==> src/rtl/axil_onchip_mem_bridge_pkg.sv <==
// Shared types and constants for the AXI4-Lite to on-chip RAM bridge.
//   state_t      : bridge FSM states
//   RESP_*       : AXI response codes
//   MEM_AW_DEF   : default RAM word-address width (1024 words)
//   RD_LAT_MIN/MAX: legal range of the RAM read latency parameter
package axil_mem_pkg;

  typedef enum logic [2:0] {
    IDLE,
    WR_MEM,
    WR_RESP,
    RD_MEM,
    RD_WAIT,
    RD_RESP
  } state_t;

  localparam logic [1:0] RESP_OKAY   = 2'b00;
  localparam logic [1:0] RESP_SLVERR = 2'b10;

  localparam int MEM_AW_DEF = 10;
  localparam int RD_LAT_MIN = 1;
  localparam int RD_LAT_MAX = 3;

endpackage

==> src/rtl/axil_onchip_mem_bridge_if.sv <==
// AXI4-Lite single-beat bus bundle between a master and the RAM bridge.
//   slave  modport : bridge side (takes AW/W/AR/B-ready/R-ready, drives readies/responses)
//   master modport : initiator side (mirror image)
interface axil_onchip_mem_bridge_if #(
  parameter int ADDR_W = 32
);
  logic [ADDR_W-1:0] s_awaddr;
  logic              s_awvalid;
  logic              s_awready;
  logic [31:0]       s_wdata;
  logic [3:0]        s_wstrb;
  logic              s_wvalid;
  logic              s_wready;
  logic [1:0]        s_bresp;
  logic              s_bvalid;
  logic              s_bready;
  logic [ADDR_W-1:0] s_araddr;
  logic              s_arvalid;
  logic              s_arready;
  logic [31:0]       s_rdata;
  logic [1:0]        s_rresp;
  logic              s_rvalid;
  logic              s_rready;

  modport slave (
    input  s_awaddr, s_awvalid, s_wdata, s_wstrb, s_wvalid, s_bready,
    input  s_araddr, s_arvalid, s_rready,
    output s_awready, s_wready, s_bresp, s_bvalid,
    output s_arready, s_rdata, s_rresp, s_rvalid
  );

  modport master (
    output s_awaddr, s_awvalid, s_wdata, s_wstrb, s_wvalid, s_bready,
    output s_araddr, s_arvalid, s_rready,
    input  s_awready, s_wready, s_bresp, s_bvalid,
    input  s_arready, s_rdata, s_rresp, s_rvalid
  );
endinterface

==> src/rtl/axil_onchip_mem_bridge.sv <==
// AXI4-Lite slave driving a single-port on-chip RAM (chipselect/write/
// byteenable protocol). One transaction in flight; simultaneous read and
// write requests are arbitrated round-robin.
// Ports:
//   clk, reset_n      : clock, async active-low reset
//   s (slave modport) : AXI4-Lite AW/W/B/AR/R channels
//   mem_*             : RAM address/byteenable/chipselect/write/writedata/
//                       clken outputs and readdata input
// Optional build macro AXIL_MEM_RANGE_CHECK_EN: addresses beyond the RAM
// window get SLVERR and never touch the RAM; without it they alias.
module axil_onchip_mem_bridge
  import axil_mem_pkg::*;
#(
  parameter int ADDR_W     = 32,
  parameter int MEM_AW     = MEM_AW_DEF,
  parameter int RD_LATENCY = 1           // legal RD_LAT_MIN..RD_LAT_MAX
) (
  input  logic                 clk,
  input  logic                 reset_n,
  axil_onchip_mem_bridge_if.slave s,
  output logic [MEM_AW-1:0]    mem_address,
  output logic [3:0]           mem_byteenable,
  output logic                 mem_chipselect,
  output logic                 mem_write,
  output logic [31:0]          mem_writedata,
  output logic                 mem_clken,
  input  logic [31:0]          mem_readdata
);

  localparam logic [1:0] LAT = 2'(RD_LATENCY);

  state_t              state_q, state_d;
  logic                last_rd_q;   // 1: last grant was a read
  logic [MEM_AW-1:0]   addr_q;
  logic [31:0]         wdata_q;
  logic [3:0]          be_q;
  logic [31:0]         rdata_q;
  logic [1:0]          resp_q;
  logic [1:0]          cnt_q;
  logic                clken_q;

  logic wr_pend, rd_pend, grant_wr, grant_rd;
  logic aw_oor, ar_oor;

  // A write needs both AW and W present; they are always taken together.
  assign wr_pend = s.s_awvalid & s.s_wvalid;
  assign rd_pend = s.s_arvalid;

`ifdef AXIL_MEM_RANGE_CHECK_EN
  assign aw_oor = |s.s_awaddr[ADDR_W-1:MEM_AW+2];
  assign ar_oor = |s.s_araddr[ADDR_W-1:MEM_AW+2];
`else
  assign aw_oor = 1'b0;
  assign ar_oor = 1'b0;
`endif

  // Byte-lane and (by default) upper address bits carry no meaning here.
  logic unused_addr_bits;
  assign unused_addr_bits = ^{s.s_awaddr[1:0], s.s_araddr[1:0],
                              s.s_awaddr[ADDR_W-1:MEM_AW+2],
                              s.s_araddr[ADDR_W-1:MEM_AW+2]};

  always_ff @(posedge clk or negedge reset_n) begin
    if (!reset_n) state_q <= IDLE;
    else          state_q <= state_d;
  end

  always_comb begin
    state_d  = state_q;
    grant_wr = 1'b0;
    grant_rd = 1'b0;
    case (state_q)
      IDLE: begin
        // Under contention the type not granted last wins.
        if (wr_pend && (!rd_pend || last_rd_q)) begin
          grant_wr = 1'b1;
          state_d  = aw_oor ? WR_RESP : WR_MEM;
        end else if (rd_pend) begin
          grant_rd = 1'b1;
          state_d  = ar_oor ? RD_RESP : RD_MEM;
        end
      end
      WR_MEM:  state_d = WR_RESP;
      WR_RESP: if (s.s_bready) state_d = IDLE;
      RD_MEM:  state_d = RD_WAIT;
      RD_WAIT: if (cnt_q == LAT) state_d = RD_RESP;
      RD_RESP: if (s.s_rready) state_d = IDLE;
      default: state_d = IDLE;
    endcase
  end

  always_ff @(posedge clk or negedge reset_n) begin
    if (!reset_n) begin
      last_rd_q <= 1'b1;
      addr_q    <= '0;
      wdata_q   <= '0;
      be_q      <= '0;
      rdata_q   <= '0;
      resp_q    <= RESP_OKAY;
      cnt_q     <= '0;
      clken_q   <= 1'b0;
    end else begin
      clken_q <= 1'b1;
      if (grant_wr) begin
        addr_q    <= s.s_awaddr[MEM_AW+1:2];
        wdata_q   <= s.s_wdata;
        be_q      <= s.s_wstrb;
        resp_q    <= aw_oor ? RESP_SLVERR : RESP_OKAY;
        last_rd_q <= 1'b0;
      end
      if (grant_rd) begin
        addr_q    <= s.s_araddr[MEM_AW+1:2];
        be_q      <= 4'hF;
        resp_q    <= ar_oor ? RESP_SLVERR : RESP_OKAY;
        last_rd_q <= 1'b1;
        if (ar_oor) rdata_q <= '0;
      end
      // cnt_q counts cycles since the RAM sampled the read address.
      if (state_q == RD_MEM) cnt_q <= 2'd1;
      if (state_q == RD_WAIT) begin
        if (cnt_q == LAT) rdata_q <= mem_readdata;
        else              cnt_q   <= cnt_q + 2'd1;
      end
    end
  end

  assign s.s_awready = grant_wr;
  assign s.s_wready  = grant_wr;
  assign s.s_arready = grant_rd;
  assign s.s_bvalid  = (state_q == WR_RESP);
  assign s.s_rvalid  = (state_q == RD_RESP);
  assign s.s_bresp   = (state_q == WR_RESP) ? resp_q : RESP_OKAY;
  assign s.s_rresp   = (state_q == RD_RESP) ? resp_q : RESP_OKAY;
  assign s.s_rdata   = rdata_q;

  assign mem_address    = addr_q;
  assign mem_byteenable = be_q;
  assign mem_writedata  = wdata_q;
  assign mem_chipselect = (state_q == WR_MEM) || (state_q == RD_MEM);
  assign mem_write      = (state_q == WR_MEM);
  assign mem_clken      = clken_q;

endmodule
==> src/flat_wrapper.sv <==
// flat-port wrapper written by rule: the top's interface ports become plain ports
module axil_onchip_mem_bridge_flat import axil_mem_pkg::*;
#(
  parameter int ADDR_W     = 32,
  parameter int MEM_AW     = MEM_AW_DEF,
  parameter int RD_LATENCY = 1                                          
)
  (clk, reset_n, mem_address, mem_byteenable, mem_chipselect, mem_write, mem_writedata, mem_clken, mem_readdata, s_s_awaddr, s_s_awvalid, s_s_wdata, s_s_wstrb, s_s_wvalid, s_s_bready, s_s_araddr, s_s_arvalid, s_s_rready, s_s_awready, s_s_wready, s_s_bresp, s_s_bvalid, s_s_arready, s_s_rdata, s_s_rresp, s_s_rvalid);
  axil_onchip_mem_bridge_if #(.ADDR_W(ADDR_W)) s_i ();
  input  logic clk;
  input  logic reset_n;
  output logic [MEM_AW-1:0] mem_address;
  output logic [3:0] mem_byteenable;
  output logic mem_chipselect;
  output logic mem_write;
  output logic [31:0] mem_writedata;
  output logic mem_clken;
  input  logic [31:0] mem_readdata;
  input wire logic [$bits(s_i.s_awaddr)-1:0] s_s_awaddr;
  input wire logic [$bits(s_i.s_awvalid)-1:0] s_s_awvalid;
  input wire logic [$bits(s_i.s_wdata)-1:0] s_s_wdata;
  input wire logic [$bits(s_i.s_wstrb)-1:0] s_s_wstrb;
  input wire logic [$bits(s_i.s_wvalid)-1:0] s_s_wvalid;
  input wire logic [$bits(s_i.s_bready)-1:0] s_s_bready;
  input wire logic [$bits(s_i.s_araddr)-1:0] s_s_araddr;
  input wire logic [$bits(s_i.s_arvalid)-1:0] s_s_arvalid;
  input wire logic [$bits(s_i.s_rready)-1:0] s_s_rready;
  output wire logic [$bits(s_i.s_awready)-1:0] s_s_awready;
  output wire logic [$bits(s_i.s_wready)-1:0] s_s_wready;
  output wire logic [$bits(s_i.s_bresp)-1:0] s_s_bresp;
  output wire logic [$bits(s_i.s_bvalid)-1:0] s_s_bvalid;
  output wire logic [$bits(s_i.s_arready)-1:0] s_s_arready;
  output wire logic [$bits(s_i.s_rdata)-1:0] s_s_rdata;
  output wire logic [$bits(s_i.s_rresp)-1:0] s_s_rresp;
  output wire logic [$bits(s_i.s_rvalid)-1:0] s_s_rvalid;
  assign s_i.s_awaddr = s_s_awaddr;
  assign s_i.s_awvalid = s_s_awvalid;
  assign s_i.s_wdata = s_s_wdata;
  assign s_i.s_wstrb = s_s_wstrb;
  assign s_i.s_wvalid = s_s_wvalid;
  assign s_i.s_bready = s_s_bready;
  assign s_i.s_araddr = s_s_araddr;
  assign s_i.s_arvalid = s_s_arvalid;
  assign s_i.s_rready = s_s_rready;
  assign s_s_awready = s_i.s_awready;
  assign s_s_wready = s_i.s_wready;
  assign s_s_bresp = s_i.s_bresp;
  assign s_s_bvalid = s_i.s_bvalid;
  assign s_s_arready = s_i.s_arready;
  assign s_s_rdata = s_i.s_rdata;
  assign s_s_rresp = s_i.s_rresp;
  assign s_s_rvalid = s_i.s_rvalid;
  axil_onchip_mem_bridge #(.ADDR_W(ADDR_W), .MEM_AW(MEM_AW), .RD_LATENCY(RD_LATENCY)) u_core (.clk(clk), .reset_n(reset_n), .s(s_i), .mem_address(mem_address), .mem_byteenable(mem_byteenable), .mem_chipselect(mem_chipselect), .mem_write(mem_write), .mem_writedata(mem_writedata), .mem_clken(mem_clken), .mem_readdata(mem_readdata));
endmodule
==> config.mk <==
export PLATFORM = sky130hd
export DESIGN_NAME = axil_onchip_mem_bridge_flat
export DESIGN_NICKNAME = d
export VERILOG_FILES = /design/src/rtl/axil_onchip_mem_bridge_pkg.sv /design/src/rtl/axil_onchip_mem_bridge_if.sv /design/src/rtl/axil_onchip_mem_bridge.sv /design/src/flat_wrapper.sv
export SDC_FILE = /design/constraint.sdc
export NUM_CORES = 1
export LEC_CHECK = 0
export ABC_AREA = 1
export BUFFER_PORTS_ARGS = -buffer_cell sky130_fd_sc_hd__buf_2
export CAP_MARGIN = 10
export CELL_PAD_IN_SITES_DETAIL_PLACEMENT = 1
export CELL_PAD_IN_SITES_GLOBAL_PLACEMENT = 1
export CORE_AREA = 2 2 102 123
export DETAILED_ROUTE_END_ITERATION = 7
export DIE_AREA = 0 0 104 125
export PLACE_DENSITY_LB_ADDON = 0.1
export SYNTH_ARGS = -nofsm -noshare
export SYNTH_HDL_FRONTEND = slang
export SYNTH_SLANG_ARGS = --single-unit
==> constraint.sdc <==
create_clock -name clk -period 3 [get_ports clk]
set_input_delay 0.6 -clock clk [delete_from_list [all_inputs] [get_ports clk]]
set_output_delay 0.6 -clock clk [all_outputs]
set_load 0.01 [all_outputs]
# [Word-level counts from Yosys, hierarchy flattened]
# Index checks and enable logic that the tools add are counted.
[totals] ram_bits=0 mem_count=0 register_bits=87 latch_bits=0 romBits=0 inputBits=139 out_inout_bits=90
[op_classes] n_lt_le_gt_ge=0 bitwise=1 shifts=0 div=0 n_reduce_logical=8 n_mux=24 n_eq_ne=10 n_addsub=1 mul=0
[op_table] operator="10-bit two-way mux" n=2
[op_table] operator="3-bit one-hot mux with 6 select lines" n=1
[op_table] operator="3-bit two-way mux" n=5
[op_table] operator="2-bit two-way mux" n=7
[op_table] operator="4-bit two-way mux" n=2
[op_table] operator="1-bit two-way mux" n=7
[op_table] operator="3-bit by 2-bit == test with 1-bit output (second input constant)" n=2
[op_table] operator="3-bit == test (second input constant)" n=2
[op_table] operator="2-bit inequality test (second input constant)" n=2
[op_table] operator="4-bit AND reduction" n=1
[op_table] operator="3-bit by 1-bit == test with 1-bit output (second input constant)" n=1
[op_table] operator="3-bit zero test" n=1
[op_table] operator="3-bit by 2-bit inequality test with 1-bit output (second input constant)" n=1
[op_table] operator="2-bit by 1-bit adder with 2-bit output (second input constant)" n=1
[op_table] operator="2-bit by 1-bit == test with 1-bit output (second input constant)" n=1
[op_table] operator="1-bit logical OR" n=2
[op_table] operator="2-bit by 1-bit inequality test with 1-bit output (second input constant)" n=1
[op_table] operator="2-bit AND reduction" n=1
[op_table] operator="2-bit nonzero test" n=1
[op_table] operator="1-bit bitwise AND" n=1
[op_table] operator="1-bit logical AND" n=1
[op_table] operator="1-bit zero test" n=1

# [Longest topological paths before layout]
[logic_depth] depth_word=7 depth_mapped=8 mapped_depth_nobuf=8

# [Worst setup path after synthesis]
# OpenSTA, ideal clock, no wires.
[synth_path] kind="input-to-output" from="input port s_s_awvalid" to="output port s_s_wready" path_slack_ns=1.090 arrival_ns=1.310 stages=6 t_required_ns=2.400 cell_sequence="nand2_1 -> inv_1 -> nand2_2 -> nor2_8 -> buf_2 -> buf_4"
[synth_via] elab_chain_len=4
[synth_rtl] item="start: declaration" line_no="flat_wrapper.sv:20" source="input wire logic [$bits(s_i.s_awvalid)-1:0] s_s_awvalid;"
[synth_rtl] item="1-bit bitwise AND" line_no="axil_onchip_mem_bridge.sv:46" source="assign wr_pend = s.s_awvalid & s.s_wvalid;"
[synth_rtl] item="1-bit logical AND" line_no="axil_onchip_mem_bridge.sv:75" source="if (wr_pend && (!rd_pend || last_rd_q)) begin"
[synth_rtl] item="1-bit two-way mux" line_no="axil_onchip_mem_bridge.sv:75"
[synth_rtl] item="1-bit two-way mux" line_no="axil_onchip_mem_bridge.sv:72" source="case (state_q)"
[synth_rtl] item="end: declaration" line_no="flat_wrapper.sv:29" source="output wire logic [$bits(s_i.s_wready)-1:0] s_s_wready;"
# No other way between the ends.

# [Worst setup path in the final report]
[layout_path] from="register u_core.state_q[1]" to="output port s_s_arready"
[layout_via] elab_chain_len=2
[layout_rtl] item="start: declaration" line_no="axil_onchip_mem_bridge.sv:32" source="state_t state_q, state_d;"
[layout_rtl] item="start signal: assignment" line_no="axil_onchip_mem_bridge.sv:65" source="else state_q <= state_d;"
[layout_rtl] item="3-bit zero test" line_no="axil_onchip_mem_bridge.sv:72"
[layout_rtl] item="1-bit two-way mux" line_no="axil_onchip_mem_bridge.sv:72"
[layout_rtl] item="end: declaration" line_no="flat_wrapper.sv:32" source="output wire logic [$bits(s_i.s_arready)-1:0] s_s_arready;"
# No other way between the ends.

==> qor.yml <==
critical_path:
  rr_startpoint: "u_core.cnt_q[0]"
  timing.critical_path.mode_cell: "inv_2"
  max_stage_delay_ns: 0.45
  startpoint: "u_core.state_q[1]"
  crit_type: "flip-flop to output port"
  start_kind: "flip-flop"
  end_kind: "output port"
  path_max_fanout: 16
  crit_path_top_delay_cell: "dfrtp_1"
  worstPathCellList: "nor2_4 -> nand2_4 -> inv_2 -> nand3_4 -> inv_2 -> buf_2"
  critPathRequiredTime_ns: 2.40
  critPathArrivalTime_ns: 1.75
clock_network:
  cts_sinks: 85
  htreeDepth: 3
  worstSkewPairLatency_ns: 0.33
  cts-resized-gates: 0
  cts-hold-fix-buffers: 0
  root_buffer: "clkbuf_16"
  cts_setup_buffers: 0
  tritoncts: "done"
  cts_made_buffers: 9
  clockBufferDepth: 2
  clk_pin_slew_worst_paths_ns: 0.06
cells_and_area:
  syn_to_final_growth_pct: 35.7
  layout-drive-gt1-share_pct: 37.3
  nNetsFinal: 724
  fin_util_pct: 41.0
  stdcell_count: 751
  seq_area_um2: 2130
  multi_input_area_um2: 1250
  final_cell_area_um2: 4880
  fillers: 1511
  antenna_cells: 0
sta:
  maxSlewHeadroom_pct: 36.1
  setup_viol: 0
  fmax_ghz: 0.426
  hold_viol_final: 0
  slew_viol_final: 0
  post-route-period-util_pct: 78.3
  tightest_slew_ns: 0.952
  fin_crit_ns: 2.35
  clock_skew_ns: 0.00393
  finalWorstSetupSlack_ns: 0.652
  rsz0062_at_grt: "no"
  setup_tns_ns: 0
route:
  wl_per_cell_um: 13.5
  drt_iter0_drc: 102
  drt_wl_total_um: 10200
  remaining_drc_errors: 0
  ant_nets: 0
  met2WireLength_um: 4720
  routed.top_layer: "met4"
  routed-wl-met3_um: 778
  wl_met1_um: 4530
  drt_pre_antenna_iters: 4
  via_count: 3277
  drt-vias-per-instance: 4.36
place:
  gp_congestion: 0.724
  placed_cells: 735
  dp_slack_ns: 0.760
  portBuffers: 180
  place_area_um2: 4580
  dp_hpwl_um: 7320
synthesis:
  yosys-top-cells-count: "nand2_1 (194), dfrtp_1 (84), nand3_1 (61)"
  syn_inst: 413
  ys_warn_count: 0
  synth-async-reset-ratio_pct: 100
  synth_edf_count: 0
  synth-seq-cells: 85
  ys_seq_area_share_pct: 59.2
  synth_top_area_cell: "dfrtp_1"
  synth.top_cell.area_share_pct: 58.5
  yosysMostFrequentCell: "nand2_1"
  synth_cell_type_count: 23
  syn-cell-area_um2: 3590
  syn_area_per_cell_um2: 8.70
  ys_top_cells_by_area: "dfrtp_1 (58%), nand2_1 (20%), nand3_1 (8.5%), nand2_2 (2.1%), buf_2 (1.7%)"
  yosys_most_used_dff: "dfrtp_1"
power_and_ir_drop:
  peakVddDrop_v: 0.000339
  power_density_nw_per_um2: 993
  power.leakage_nw: 2.81
global_route:
  gr-total-overflow: 0
  antenna_found_initial: 0
  grt_max_degree: 54
  grt_pass1_wl_um: 17100
  grt_usage_pct: 16.3
  grt_pass1_vias: 3430
flow_run:
  drv_cap: 0
floorplanning:
  rows: 44
  fp.dieW_um: 104
  initial_core_util_pct: 30.2
  dieArea_um2: 13000
  io_pins: 229
  die_y_um: 125
  core-area_um2: 11900
outcome:
  status: "finished, final reports clean"
worst_hold_path:
  hp-class: "input pin to async pin"
metal layers:
layer  track usage, %  vias up
met4             6.68        0
met5                0        -
met1             20.3     1527
met3             4.80       10
li1                 -     1617
met2             26.5      123
worst paths after layout:
check	slack, ns	cells after the start	endpoint
setup / recovery	0.65	6	s_s_arready
hold / removal	0.21	1	u_core.s.s_rdata[8]
setup reg to reg	0.88	6	u_core.s.s_rdata[23]
hold reg to reg	0.47	2	u_core.mem_writedata[28]
max in group asynchronous	2.13	2	u_core.mem_writedata[2]
min in group clk	0.47	2	u_core.mem_writedata[28]
final cells by class:
class,count,share of cell area (%)
clock buffers,13,5.75
repair buffers,183,19.2
flip-flops and latches,85,43.6
multi-input cells,291,25.7
well taps,161,4.13
inverters,15,1.21
clock inverters,3,0.359
state kept, by name, summed over array words and instances, names as in the netlist:
signal	cells
u_core.state_q	3
u_core.mem_byteenable	4
u_core.mem_clken	1
u_core.mem_writedata	32
u_core.s.s_rdata	32
u_core.cnt_q	2
u_core.last_rd_q	1
u_core.mem_address	10
where the power goes:
part | internal (mW) | switching [mW] | leakage (nW)
Combinational | 0.708 | 1.09 | 1.62
Clock | 0.649 | 0.436 | 0.148
Sequential | 1.68 | 0.280 | 1.04
critical path, delay by kind of cell, from the launching register on:
kind / cells / cell delay [ns]
and+or+nand+nor: 3 / 0.48
buffers and inverters: 3 / 0.48
DFF: 1 / 0.45
layout by cell type, fill, tap and decap left out:
cell type | synthesis | routed
nand2_1 | 194 | 194
buf_2 | 12 | 179
dfrtp_1 | 84 | 84
nand3_1 | 61 | 61
nand2_2 | 12 | 12
inv_1 | 10 | 10
clkbuf_16 | 0 | 9
nor2_1 | 7 | 7
conb_1 | 2 | 5
clkbuf_8 | 0 | 4
inv_2 | 3 | 3
o21ai_0 | 3 | 3
a21oi_1 | 3 | 3
buf_4 | 6 | 3
nor3_1 | 2 | 2
clkinv_2 | 0 | 2
nor2_4 | 1 | 1
nand2_4 | 1 | 1
nand3_4 | 1 | 1
nor2_8 | 1 | 1
inv_4 | 1 | 1
clkinv_1 | 1 | 1
clkinvlp_4 | 0 | 1
buf_12 | 0 | 1
dfstp_2 | 1 | 1
stage by stage:
step / hold WS, ns / total power [mW]
finish: 0.213 / 4.84
floorplan: 0.304 / 3.00
detailed placement: 0.454 / 3.83
CTS: 0.223 / 4.95
global placement: 0.448 / 3.76
global route: 0.240 / 5.26
cells by family (layout without fill, tap and decap cells):
group / after synthesis / after routing / share of synthesized area, %
other: 2 / 5 / 0.209
AND/OR/NAND/NOR: 280 / 280 / 33.5
flip-flops: 85 / 85 / 59.2
buffers and inverters: 40 / 214 / 6.23
AO/OA/AOI/OAI: 6 / 6 / 0.835
Note: power is estimated with default switching activity, not from simulation.
